File: src/rtl/fixed_point_pkg.sv
// Shared types and width helpers for the sequential fixed-point divider.
package fixed_point_pkg;

  typedef enum logic [1:0] {
    IDLE,
    CALC,
    DONE
  } state_t;

  function automatic int qw_f(input int dec, input int frac);
    return dec + frac;
  endfunction

  localparam int DEC_DEF  = 10;
  localparam int FRAC_DEF = 8;
  localparam int QW_DEF   = qw_f(DEC_DEF, FRAC_DEF);

  localparam logic [QW_DEF-1:0] SAT_DEF = '1;

endpackage

File: src/rtl/fixed_point_div_step.sv
// One restoring shift-subtract step: shift in a dividend bit, subtract if it fits.
module fixed_point_div_step #(
  parameter int DEC = 10
) (
  input  logic [DEC-1:0] rem_i,
  input  logic           dbit_i,
  input  logic [DEC-1:0] div_i,
  output logic [DEC-1:0] rem_o,
  output logic           qbit_o
);

  logic [DEC:0] rsh;

  always_comb begin
    rsh    = {rem_i, dbit_i};
    qbit_o = (rsh >= {1'b0, div_i});
    // The difference is below div_i, so the low DEC bits hold it exactly.
    rem_o  = qbit_o ? (rsh[DEC-1:0] - div_i) : rsh[DEC-1:0];
  end

endmodule

File: src/rtl/fixed_point_div_seq.sv
// Sequential restoring divider: n_out = floor((n1 << FRAC) / n2), one bit per clock.
// FIXED_POINT_DIV_ROUND_EN adds a guard iteration and rounds half up.
module fixed_point_div_seq
  import fixed_point_pkg::*;
#(
  parameter int DEC  = 10,
  parameter int FRAC = 8
) (
  input  logic                    clk,
  input  logic                    rst_n,
  input  logic                    in_valid,
  output logic                    in_ready,
  input  logic [DEC-1:0]          n1,
  input  logic [DEC-1:0]          n2,
  output logic                    out_valid,
  input  logic                    out_ready,
  output logic [qw_f(DEC,FRAC)-1:0] n_out,
  output logic [DEC-1:0]          rem_out,
  output logic                    div_zero
);

  localparam int QW = qw_f(DEC, FRAC);
`ifdef FIXED_POINT_DIV_ROUND_EN
  localparam int ITER = QW + 1;
`else
  localparam int ITER = QW;
`endif
  localparam int CW = $clog2(ITER);
  localparam logic [CW-1:0] CNT_INIT = CW'(ITER - 1);
  localparam logic [CW-1:0] CNT_ONE  = CW'(1);
  localparam logic [QW-1:0] SAT      = '1;

  state_t         state_q, state_d;
  logic           start_q, start_d;
  logic [DEC-1:0] n1_q, n1_d;
  logic [DEC-1:0] n2_q, n2_d;
  logic [DEC-1:0] rem_q, rem_d;
  logic [QW-1:0]  dvd_q, dvd_d;
  logic [CW-1:0]  cnt_q, cnt_d;
  logic [QW-1:0]  n_out_q, n_out_d;
  logic [DEC-1:0] rem_out_q, rem_out_d;
  logic           dz_q, dz_d;

  logic [DEC-1:0] rem_nxt;
  logic           qbit;
  logic           dbit;

  // Dividend bits leave at the top while quotient bits enter at the bottom.
`ifdef FIXED_POINT_DIV_ROUND_EN
  assign dbit = (cnt_q == '0) ? 1'b0 : dvd_q[QW-1];
`else
  assign dbit = dvd_q[QW-1];
`endif

  fixed_point_div_step #(
    .DEC (DEC)
  ) u_step (
    .rem_i  (rem_q),
    .dbit_i (dbit),
    .div_i  (n2_q),
    .rem_o  (rem_nxt),
    .qbit_o (qbit)
  );

  always_comb begin
    state_d   = state_q;
    start_d   = start_q;
    n1_d      = n1_q;
    n2_d      = n2_q;
    rem_d     = rem_q;
    dvd_d     = dvd_q;
    cnt_d     = cnt_q;
    n_out_d   = n_out_q;
    rem_out_d = rem_out_q;
    dz_d      = dz_q;
    unique case (state_q)
      IDLE: begin
        if (in_valid) begin
          n1_d    = n1;
          n2_d    = n2;
          start_d = 1'b1;
          state_d = CALC;
        end
      end
      CALC: begin
        if (start_q) begin
          start_d = 1'b0;
          if (n2_q == '0) begin
            state_d   = DONE;
            n_out_d   = SAT;
            rem_out_d = '0;
            dz_d      = 1'b1;
          end else begin
            rem_d = '0;
            dvd_d = {n1_q, {FRAC{1'b0}}};
            cnt_d = CNT_INIT;
          end
        end
`ifdef FIXED_POINT_DIV_ROUND_EN
        else if (cnt_q == '0) begin
          state_d   = DONE;
          dz_d      = 1'b0;
          rem_out_d = rem_q;
          n_out_d   = (dvd_q == SAT) ? SAT :
                      dvd_q + {{(QW-1){1'b0}}, qbit};
        end
`endif
        else begin
          rem_d = rem_nxt;
          dvd_d = {dvd_q[QW-2:0], qbit};
          if (cnt_q == '0) begin
            state_d   = DONE;
            dz_d      = 1'b0;
            n_out_d   = {dvd_q[QW-2:0], qbit};
            rem_out_d = rem_nxt;
          end else begin
            cnt_d = cnt_q - CNT_ONE;
          end
        end
      end
      DONE: begin
        if (out_ready) state_d = IDLE;
      end
      default: state_d = IDLE;
    endcase
  end

  always_ff @(posedge clk) begin
    if (!rst_n) begin
      state_q   <= IDLE;
      start_q   <= 1'b0;
      n1_q      <= '0;
      n2_q      <= '0;
      rem_q     <= '0;
      dvd_q     <= '0;
      cnt_q     <= '0;
      n_out_q   <= '0;
      rem_out_q <= '0;
      dz_q      <= 1'b0;
    end else begin
      state_q   <= state_d;
      start_q   <= start_d;
      n1_q      <= n1_d;
      n2_q      <= n2_d;
      rem_q     <= rem_d;
      dvd_q     <= dvd_d;
      cnt_q     <= cnt_d;
      n_out_q   <= n_out_d;
      rem_out_q <= rem_out_d;
      dz_q      <= dz_d;
    end
  end

  assign in_ready  = (state_q == IDLE);
  assign out_valid = (state_q == DONE);
  assign n_out     = n_out_q;
  assign rem_out   = rem_out_q;
  assign div_zero  = dz_q;

endmodule

File: config.mk
export PLATFORM = sky130hd
export DESIGN_NAME = fixed_point_div_seq
export DESIGN_NICKNAME = d
export VERILOG_FILES = /design/src/rtl/fixed_point_pkg.sv /design/src/rtl/fixed_point_div_step.sv /design/src/rtl/fixed_point_div_seq.sv
export SDC_FILE = /design/constraint.sdc
export NUM_CORES = 1
export LEC_CHECK = 0
export CAP_MARGIN = 10
export CORE_MARGIN = 5
export CORE_UTILIZATION = 30
export DETAILED_ROUTE_END_ITERATION = 12
export DONT_BUFFER_PORTS = 1
export PLACE_DENSITY = 0.45
export SLEW_MARGIN = 15
export SYNTH_ARGS = -nofsm -noshare
export SYNTH_HDL_FRONTEND = slang
export SYNTH_SLANG_ARGS = --single-unit
File: constraint.sdc
create_clock -name clk -period 2.9 [get_ports clk]
set_input_delay 0.58 -clock clk [delete_from_list [all_inputs] [get_ports clk]]
set_output_delay 0.58 -clock clk [all_outputs]
set_load 0.02 [all_outputs]
Word-level counts from Yosys, hierarchy flattened
Cells that the tools add are included.
{ "totals": {"ff_bits": 85, "input_bits": 24, "word_cells": 58, "output_inout_bits": 31} }
{ "op_classes": {"reduce_logical": 11, "order_cmp": 1, "mux": 25, "addsub": 2, "eq_ne": 9} }
{ "op_table": {"columns": ["op", "n"], "rows": [
  ["18-bit 2-to-1 mux", 5],
  ["10-bit 2-to-1 mux", 6],
  ["5-bit 2-to-1 mux", 3],
  ["11-bit by 10-bit >= comparator with 1-bit output", 1],
  ["10-bit logical NOT", 1],
  ["2-bit 2-to-1 mux", 5],
  ["10-bit subtractor", 1],
  ["2-bit inequality test (second input constant)", 3],
  ["3-bit inequality test (second input constant)", 2],
  ["2-bit case mux with 3 select lines", 1],
  ["2-bit AND reduction", 3],
  ["3-bit AND reduction", 2],
  ["5-bit logical NOT", 1],
  ["5-bit by 1-bit subtractor with 5-bit output (second input constant)", 1],
  ["1-bit 2-to-1 mux", 4],
  ["2-bit by 1-bit inequality test with 1-bit output (second input constant)", 2],
  ["4-bit AND reduction", 1],
  ["2-bit nonzero test", 2],
  ["2-bit by 1-bit equality test with 1-bit output (second input constant)", 1],
  ["2-bit equality test (second input constant)", 1],
  ["2-bit logical NOT", 1],
  ["1-bit case mux with 2 select lines", 1]
]} }

Longest topological paths before layout
Gate-level depths: netlist of run 1.
{ "depth": {"word_depth": 4, "ltp_mapped": 10, "depth_no_buf": 9} }

Cells and area by module
A second synthesis of run 1 with hierarchy kept.
{ "unflattened": {"cells_unflattened": 443, "hier_area_um2": 3951.3} }
{ "by_module_without_submodules": {"columns": ["module", "instances", "seq_area_each_um2", "cells_per_inst", "area_per_inst_um2"], "rows": [
  ["fixed_point_div_seq", 1, 1701.6, 368, 3328.2],
  ["fixed_point_div_step", 1, 0.0, 75, 623.1]
]} }

Worst setup path after synthesis of run 1
Ideal clock, no wire load.
{ "synth_path": {"path_type": "register -> register", "startpoint": "register n2_q[6]", "endpoint": "register rem_q[1]", "setup_slack_ps": 709, "setup_ps": 75, "synth_period_minus_slack_ps": 2191, "arrival_ps": 2116, "n_path_buf": 1, "path_stages_with_launch": 9, "required_ps": 2825, "cell_sequence": "dfxtp_1 inv_1 ha_1 a21o_1 o41a_1 a21oi_1 buf_6 mux2_2 o21ai_0"} }
{ "synth_between": {"elab_chain_len": 3, "word_cells_on_any_way": 6} }
{ "synth_rtl": {"columns": ["element", "line_no", "source"], "rows": [
  ["from (decl)", "fixed_point_div_seq.sv:36", "logic [DEC-1:0] n2_q, n2_d;"],
  ["from (signal assigned)", "fixed_point_div_seq.sv:144", "n2_q <= n2_d;"],
  ["11-bit by 10-bit >= comparator with 1-bit output or 10-bit logical NOT (tied branches)", "fixed_point_div_step.sv:16, fixed_point_div_seq.sv:88", null],
  ["10-bit 2-to-1 mux or 2-bit inequality test (tied branches)", null, null],
  ["10-bit 2-to-1 mux or 2-bit AND reduction (tied branches)", null, null],
  ["to (signal assigned)", "fixed_point_div_seq.sv:145", "rem_q <= rem_d;"],
  ["to (decl)", "fixed_point_div_seq.sv:37", "logic [DEC-1:0] rem_q, rem_d;"]
]} }
Parallel ways exist; a longest one is shown, timed or not.
A chain may end at the register's enable or synchronous reset.

Worst setup path after layout of run 1
{ "layout_path": {"startpoint": "register n2_q[2]", "endpoint": "register rem_q[0]"} }
Same word-level chain as after synthesis.

==> results of run 1 <==
per-layer routing:
| metal | up-vias | share of wire (%) | global-route usage (%) |
|---|---|---|---|
| li1 | 1542 | - | - |
| met1 | 1384 | 46 | 16.7 |
| met2 | 45 | 47 | 21.8 |
| met3 | 14 | 4.5 | 4.35 |
| met4 | 0 | 2.1 | 6.02 |
| met5 | - | 0 | 0 |
power by group:
group          total (W)  internal [W]  leakage (nW)  switching, W
sequential       0.00182       0.00145         0.693      0.000367
clock            0.00131      0.000836         0.154      0.000472
combinational    0.00196      0.000819         0.896       0.00114
layout by cell type, fill, tap and decap left out, types with 2 or more instances in the layout:
cell type   count
xnor2_1         2
nand2b_1        4
dfxtp_1        85
o32ai_1         2
nor4_1          3
nor2b_1         5
a21o_1          2
mux2_2          2
bufinv_16       3
inv_1          19
nor2_1         49
and2_1          6
mux2i_1        13
a211oi_1       12
o2bb2ai_1       9
o21ai_0        24
nand2_1        74
clkinvlp_4      3
xor2_1          3
ha_1           12
nor3_1         15
nand3_1         6
a21oi_1        10
a21boi_0       23
o211a_1        11
clkbuf_16       9
nor3b_1         7
buf_4           8
o21a_1          5
cells in the mapped netlist (all sizes together) (3+ instances only):
library cell   n
nor4           3
nor3b          7
o2bb2ai        9
nor2          50
xor2           3
inv           19
buf            7
ha            12
o211a         11
and2           6
a21oi         10
nand2         74
mux2i         13
nor2b          5
nand2b         4
a21boi        23
clkbuf        19
a211oi        12
o21a           5
nand3          6
nor3          15
o21ai         24
dfxtp         85
stage by stage:
stage / total power [W] / setup slack (ns)
after floorplan: 0.00337 / 0.709
after global placement: 0.00382 / 0.478
after detailed placement: 0.00384 / 0.419
after CTS: 0.00517 / 0.415
after global routing: 0.00549 / 0.169
final: 0.00508 / 0.426
layout make-up:
type / instances / share of cell area, %
Clock buffer: 9 / 5.16
Timing Repair Buffer: 8 / 1.38
Tap cell: 172 / 4.93
Multi-Input combinational cell: 319 / 45.3
Inverter: 19 / 1.64
Sequential cell: 85 / 39.0
Clock inverter: 6 / 2.58
critical path, cell delays in order (launching register included):
cell     delay [ns]
dfxtp_1        0.36
inv_1          0.06
ha_1           0.35
o21ai_0        0.19
a21oi_1        0.08
o41a_1         0.36
a21oi_1        0.26
buf_4          0.25
mux2_2         0.36
o21ai_0        0.13
cell families after synthesis:
kind of cell	count (synthesis)
AND/OR/NAND/NOR	175
AO/OA/AOI/OAI	111
flip-flops	85
buffers and inverters	45
multiplexers	15
adder cells (fa/ha/maj)	13
XOR/XNOR	5
worst paths after layout:
check / startpoint / endpoint / slack (ns) / cells past startpoint
max: n2_q[2]$_SDFFE_PN0P_ / rem_q[0]$_SDFFE_PN0P_ / 0.43 / 9
min: n1[3] / n1_q[3]$_SDFFE_PN0P_ / 0.37 / 2
max reg2reg: n2_q[2]$_SDFFE_PN0P_ / rem_q[0]$_SDFFE_PN0P_ / 0.43 / 9
min reg2reg: n1_q[2]$_SDFFE_PN0P_ / n1_q[2]$_SDFFE_PN0P_ / 0.46 / 2
state kept, by name, indices dropped and copies added (netlist names):
name,count
n2_q,10
div_zero,1
n1_q,10
rem_out,10
start_q,1
dvd_q,18
cnt_q,5
rem_q,10
n_out,18
state_q,2
==> Flow_metrics.wiki, run 1 <==
{| class="wikitable"
! Metric !! Value
|-
| Largest area contributor in the synthesized netlist || dfxtp_1
|-
| Category of the worst setup path capture point || register
|-
| Time the final worst path needs with I/O delays and setup || 2.47 ns
|-
| Combinational family with the most area after synthesis || compound AO/OA/AOI/OAI gates
|-
| Number of nets produced by synthesis || slightly below 500
|-
| Final-layout worst hold slack || between 0.3 and 0.4 ns
|-
| GRT Total Usage || 13.6%
|-
| Number of global-route vias before repair || around 3000
|-
| Drt first pass iters || 5
|-
| CTS tree || built
|-
| Area overhead of the layout relative to synthesis || 12.9%
|-
| Synthesized-area fraction occupied by ao, oa, aoi and oai cells || 21.1%
|-
| Multiplexer fraction of the synthesized cell area || roughly 4%
|-
| Tightest slew margin relative to the limit || 49.2%
|-
| Flip-flop and latch area || approximately 0.0017 mm²
|-
| Average via count per standard cell || 4.83
|-
| Top-level I/O count || 55
|-
| Final hold violation count || 0
|-
| Area share of the largest cell type after synthesis || around 44%
|-
| Highest clock rate || 0.404 GHz
|-
| Hold buffer count at cts || 0
|-
| DRT antenna net count || 0
|-
| Global-route wire length before repair || 15.8 mm
|-
| Number of filler instances in the final layout || approximately 1400
|-
| Die outline height || 123 µm
|-
| Share of synthesized cell area in and, or, nand and nor gates || slightly above 20%
|-
| Sum of negative setup slack || 0 ns
|-
| Synthesized netlist cell count || roughly 450
|-
| VDD IR max || between 200 and 300 µV
|-
| Post-detailed-route wirelength per cell || 15.5 µm
|-
| Cts bufs inserted || 9
|-
| Max-cap viol count || 0
|-
| Die outline area || 0.0152 mm²
|-
| Layout Cell Area excl Fill || 0.00436 mm²
|-
| Top area cells in the synthesized netlist || dfxtp_1 (44%), nand2_1 (7.2%), nor2_1 (4.9%)
|-
| Warnings, synthesis || 0
|-
| Die Wd || 123 µm
|-
| Number of DRC markers after the initial detailed-route iteration || between 200 and 250
|-
| Start-to-end type of the worst setup path || register to register
|-
| Transition time of the tightest slew-check pin || 0.760 ns
|-
| Weighted congestion reported at the end of routability-driven placement || approximately 0.86
|-
| Share of final-layout standard cells stronger than drive strength 1 || 6.73%
|-
| Cell Area, Synth || 0.00386 mm²
|-
| Leakage dissipation || 1.74 nW
|-
| Post-synthesis share of cell area spent on xor and xnor gates || under 10%
|-
| Worst-case clock skew || around 0.0075 ns
|-
| Antenna Diode Count || 0
|-
| Antenna violations before repair || 0
|-
| Post-synthesis share of cell area spent on full adders, half adders and majority gates || 4.41%
|-
| Total placed cells including tap cells || 603
|-
| WL final || around 9.6 mm
|-
| Floorplan row count || 41
|-
| Port Buf Inserts || 0
|-
| Final clock period utilization by the worst path || between 80% and 90%
|-
| Hold Path Class || primary input to register
|-
| Critical path launch point type || register
|-
| Number of buffers inserted to repair setup after CTS || 0
|-
| Finished Core Util || between 30% and 40%
|-
| Count of instances resized after the clock tree is built || 0
|-
| Non-filler cells, final || 618
|-
| Placed Area || around 0.004 mm²
|-
| Clock-pin transition on the worst setup and hold timing paths || about 0.07 ns
|-
| Sequential area share after synthesis || 44.1%
|-
| Number of buffers on the longest clock path || 2
|-
| Clock latency on the worst-skew pair || 0.34 ns
|-
| Total congestion overflow after global routing || 0
|-
| Pwr per Cell Area || 1170 mW/mm²
|-
| Synth cell types || 48
|-
| Area of the multi-input gates || 0.00198 mm²
|-
| Flip-flop and latch count after synthesis || 85
|-
| Core footprint || roughly 0.013 mm²
|-
| Detailed-placement wirelength estimate || approximately 7.0 mm
|-
| Maximum number of pins on one net before global-route repair || 63
|-
| EDFF count, synth || 0
|-
| Max FO, Critical Path || 9
|-
| CTS H-Tree Depth || 3
|-
| Main flop type after synthesis || dfxtp_1
|-
| Initial Utilization || 30.6%
|-
| Total DRC errors in the routed layout || 0
|-
| Data required time at the worst endpoint || 3.17 ns
|-
| Post-layout nets || 479
|-
| Mean cell area of the mapped netlist || 8.60 µm²
|-
| Fraction of synthesis flops using an asynchronous set or reset pin || 0%
|-
| Setup Viol. Count Final || 0
|-
| Result of the run || finished clean
|-
| Root buffer cell || clkbuf_16
|-
| Sink Count || 85
|-
| Max-slew violation count || 0
|-
| Setup repair after global routing missed its margin || false
|-
| Total number of vias || 2985
|-
| CP arrival || 2.74 ns
|}
Note: power is estimated with default switching activity, not from simulation.
==> inputs of run 2 (changes only) <==
Settings changed: CAP_MARGIN 10 to 5, CORE_ASPECT_RATIO set to 1.5.
Clock period 2.9 ns to 2.8 ns, I/O delays scaled along.
==> run 2 against run 1 <==
  * Hold slack worse by 0.0069 ns
  * Register-to-register slack worse by 0.22 ns
  * Sequential cell count did not move
  * Via count grew 1.7%
  * Sequential share of layout area is 0.21 points higher
  * Sequential power rose by 3%
  * Die area grew 0.31%
  * Clock skew rose by 0.00094 ns
  * Critical endpoint is now rem_q[9]$_SDFFE_PN0P_
  * Largest cell class unchanged
==> Flow_metrics.wiki, run 2 (synthesis results as in run 1) <==
{| class="wikitable"
! Metric !! Value
|-
| Number of global-route vias before repair || 3178 (+4.4%)
|-
| Drt first pass iters || 4 (-1)
|-
| CTS H-Tree Depth || 3 (unchanged)
|-
| Final hold violation count || 0 (unchanged)
|-
| Number of DRC markers after the initial detailed-route iteration || 110 (-46%)
|-
| Highest clock rate || 0.386 GHz (-4.5%)
|-
| Sink Count || 85 (unchanged)
|-
| WL final || 9.95 mm (+3.6%)
|-
| Antenna violations before repair || 0 (unchanged)
|-
| Post-detailed-route wirelength per cell || 16.4 µm (+5.6%)
|-
| Met1 track utilization from global routing || 15.6% (-1.2 points)
|-
| Hold path start || n1[8]
|-
| Start-to-end type of the worst setup path || register to register
|-
| Time the final worst path needs with I/O delays and setup || 2.59 ns (+0.116 ns)
|-
| Placed Area || 0.00403 mm² (about the same)
|-
| Max-slew violation count || 0 (unchanged)
|-
| Worst-case clock skew || 0.00846 ns (+0.000936 ns)
|-
| Total congestion overflow after global routing || 0 (unchanged)
|-
| Pwr per Cell Area || 1210 mW/mm² (+3.8%)
|-
| Final clock period utilization by the worst path || 92.5% (+7.2 points)
|-
| Layout Cell Area excl Fill || 0.00434 mm² (-0.54%)
|-
| Leakage dissipation || 1.75 nW (+0.48%)
|-
| Number of buffers inserted to repair setup after CTS || 0 (unchanged)
|-
| Initial Utilization || 30.7% (+0.11 points)
|-
| GR peak layer || met2
|-
| Number of filler instances in the final layout || 1349 (-5.7%)
|-
| CTS tree || built
|-
| Die outline area || 0.0153 mm² (+0.31%)
|-
| Post-layout nets || 482 (+0.63%)
|-
| Most frequent standard cell in the layout excluding fill and tap cells || dfxtp_1
|-
| Category of the worst setup path capture point || register
|-
| Data required time at the worst endpoint || 3.00 ns (-0.17 ns)
|-
| Antenna Diode Count || 0 (unchanged)
|-
| Number of buffers on the longest clock path || 2 (unchanged)
|-
| Worst Hold Depth || 2 (unchanged)
|-
| Maximum number of pins on one net before global-route repair || 63 (unchanged)
|-
| Average via count per standard cell || 5.01 (+3.7%)
|-
| Result of the run || finished clean
|-
| Hold Path Class || primary input to register
|-
| Launch point of the worst path || n2_q[6]$_SDFFE_PN0P_
|-
| Top-level I/O count || 55 (unchanged)
|-
| Die outline height || 149 µm (+21%)
|-
| Root buffer cell || clkbuf_16
|-
| Die Wd || 103 µm (-17%)
|-
| Share of final-layout standard cells stronger than drive strength 1 || 7.33% (+0.61 points)
|-
| Core footprint || 0.0126 mm² (-0.36%)
|-
| VDD IR max || 447 µV (+55%)
|-
| Port Buf Inserts || 0 (unchanged)
|-
| DRT antenna net count || 0 (unchanged)
|-
| Area overhead of the layout relative to synthesis || 12.3%
|-
| Global-route wire length before repair || 16.3 mm (+3.1%)
|-
| Met2 demand-to-capacity share in global routing || 25.1% (+3.2 points)
|-
| Setup Viol. Count Final || 0 (unchanged)
|-
| GRT Total Usage || 13.9% (+0.23 points)
|-
| Max FO, Critical Path || 7 (-2)
|-
| Total number of vias || 3035 (+1.7%)
|-
| Detailed-placement wirelength estimate || 7.06 mm (+1.3%)
|-
| Clock-pin transition on the worst setup and hold timing paths || 0.06 ns (about the same)
|-
| Most used cells in the layout excluding fill and tap cells || dfxtp_1 (85), nand2_1 (74), nor2_1 (49)
|-
| Total placed cells including tap cells || 590 (-2.2%)
|-
| Sum of negative setup slack || 0 ns (unchanged)
|-
| Cts bufs inserted || 9 (unchanged)
|-
| Clock latency on the worst-skew pair || 0.34 ns (about the same)
|-
| Non-filler cells, final || 606 (-1.9%)
|-
| Total DRC errors in the routed layout || 0 (unchanged)
|-
| GRT met3 Usage || 3.14% (-1.2 points)
|-
| Transition time of the tightest slew-check pin || 0.651 ns (-0.110 ns)
|-
| Total power || 0.00525 W (+3.2%)
|-
| Number of cells traversed by the worst register-to-register path || 9 (unchanged)
|-
| Weighted congestion reported at the end of routability-driven placement || 0.833 (-2.9%)
|-
| Startpoint of the worst register-to-register path || n2_q[6]$_SDFFE_PN0P_
|-
| Hold buffer count at cts || 0 (unchanged)
|-
| Tightest slew margin relative to the limit || 56.5% (+7.3 points)
|-
| Critical path launch point type || register
|-
| Count of instances resized after the clock tree is built || 0 (unchanged)
|-
| Floorplan row count || 50 (+22%)
|-
| Max-cap viol count || 0 (unchanged)
|-
| CP arrival || 2.79 ns (+0.05 ns)
|-
| Setup repair after global routing missed its margin || false
|}
[run 2: cell types whose count changed in the layout (fill, tap and decap cells not counted), sizes merged]
cell / change
clkbuf: +3
bufinv: -2
inv: +1
clkinv: +1
buf: +3
clkinvlp: -2
[run 2: metal layers]
metal	vias up	share of wire, %
li1	1550	-
met1	1437	41
met2	40	54
met3	8	3.3
met4	0	1.4
met5	-	0
[run 2: area by class of cell]
cell class / count / area (µm²) / area share (%)
tap: 156 / 195 / 4.50
multi-input combinational: 319 / 1980 / 45.5
clock buffer: 12 / 256 / 5.91
inverter: 19 / 71.3 / 1.64
clock inverter: 4 / 55.1 / 1.27
sequential: 85 / 1700 / 39.2
timing repair buffer: 11 / 82.6 / 1.90
[run 2: worst paths after layout]
| kind | slack [ns] | endpoint |
|---|---|---|
| max reg2reg | 0.21 | rem_q[9]$_SDFFE_PN0P_ |
| max | 0.21 | rem_q[9]$_SDFFE_PN0P_ |
| min | 0.36 | n1_q[8]$_SDFFE_PN0P_ |
| min reg2reg | 0.46 | n1_q[4]$_SDFFE_PN0P_ |
[run 2: power by group]
group          internal [W]  switching [W]  total [W]  leakage [nW]
registers           0.00150       0.000373    0.00187         0.693
clock network      0.000745       0.000489    0.00123         0.149
logic              0.000904        0.00123    0.00214         0.909
[run 2: per-stage QoR]
step | hold slack [ns] | utilization (%) | worst slack (ns)
detailed placement | 0.457 | 32.0 | 0.246
global route | 0.358 | 34.5 | 0.0565
finish | 0.364 | 34.5 | 0.211
CTS | 0.344 | 34.5 | 0.216
floorplan | 0.440 | - | 0.609
global placement | 0.449 | 32.0 | 0.293
[run 2: worst max-delay path, cell delays in order, from the launching register on]
cell	delay, ns
dfxtp_1	0.36
inv_1	0.06
ha_1	0.37
and2_1	0.29
nand3_1	0.15
o31ai_2	0.34
a21oi_1	0.13
buf_4	0.19
a221oi_1	0.43
o21ai_0	0.13
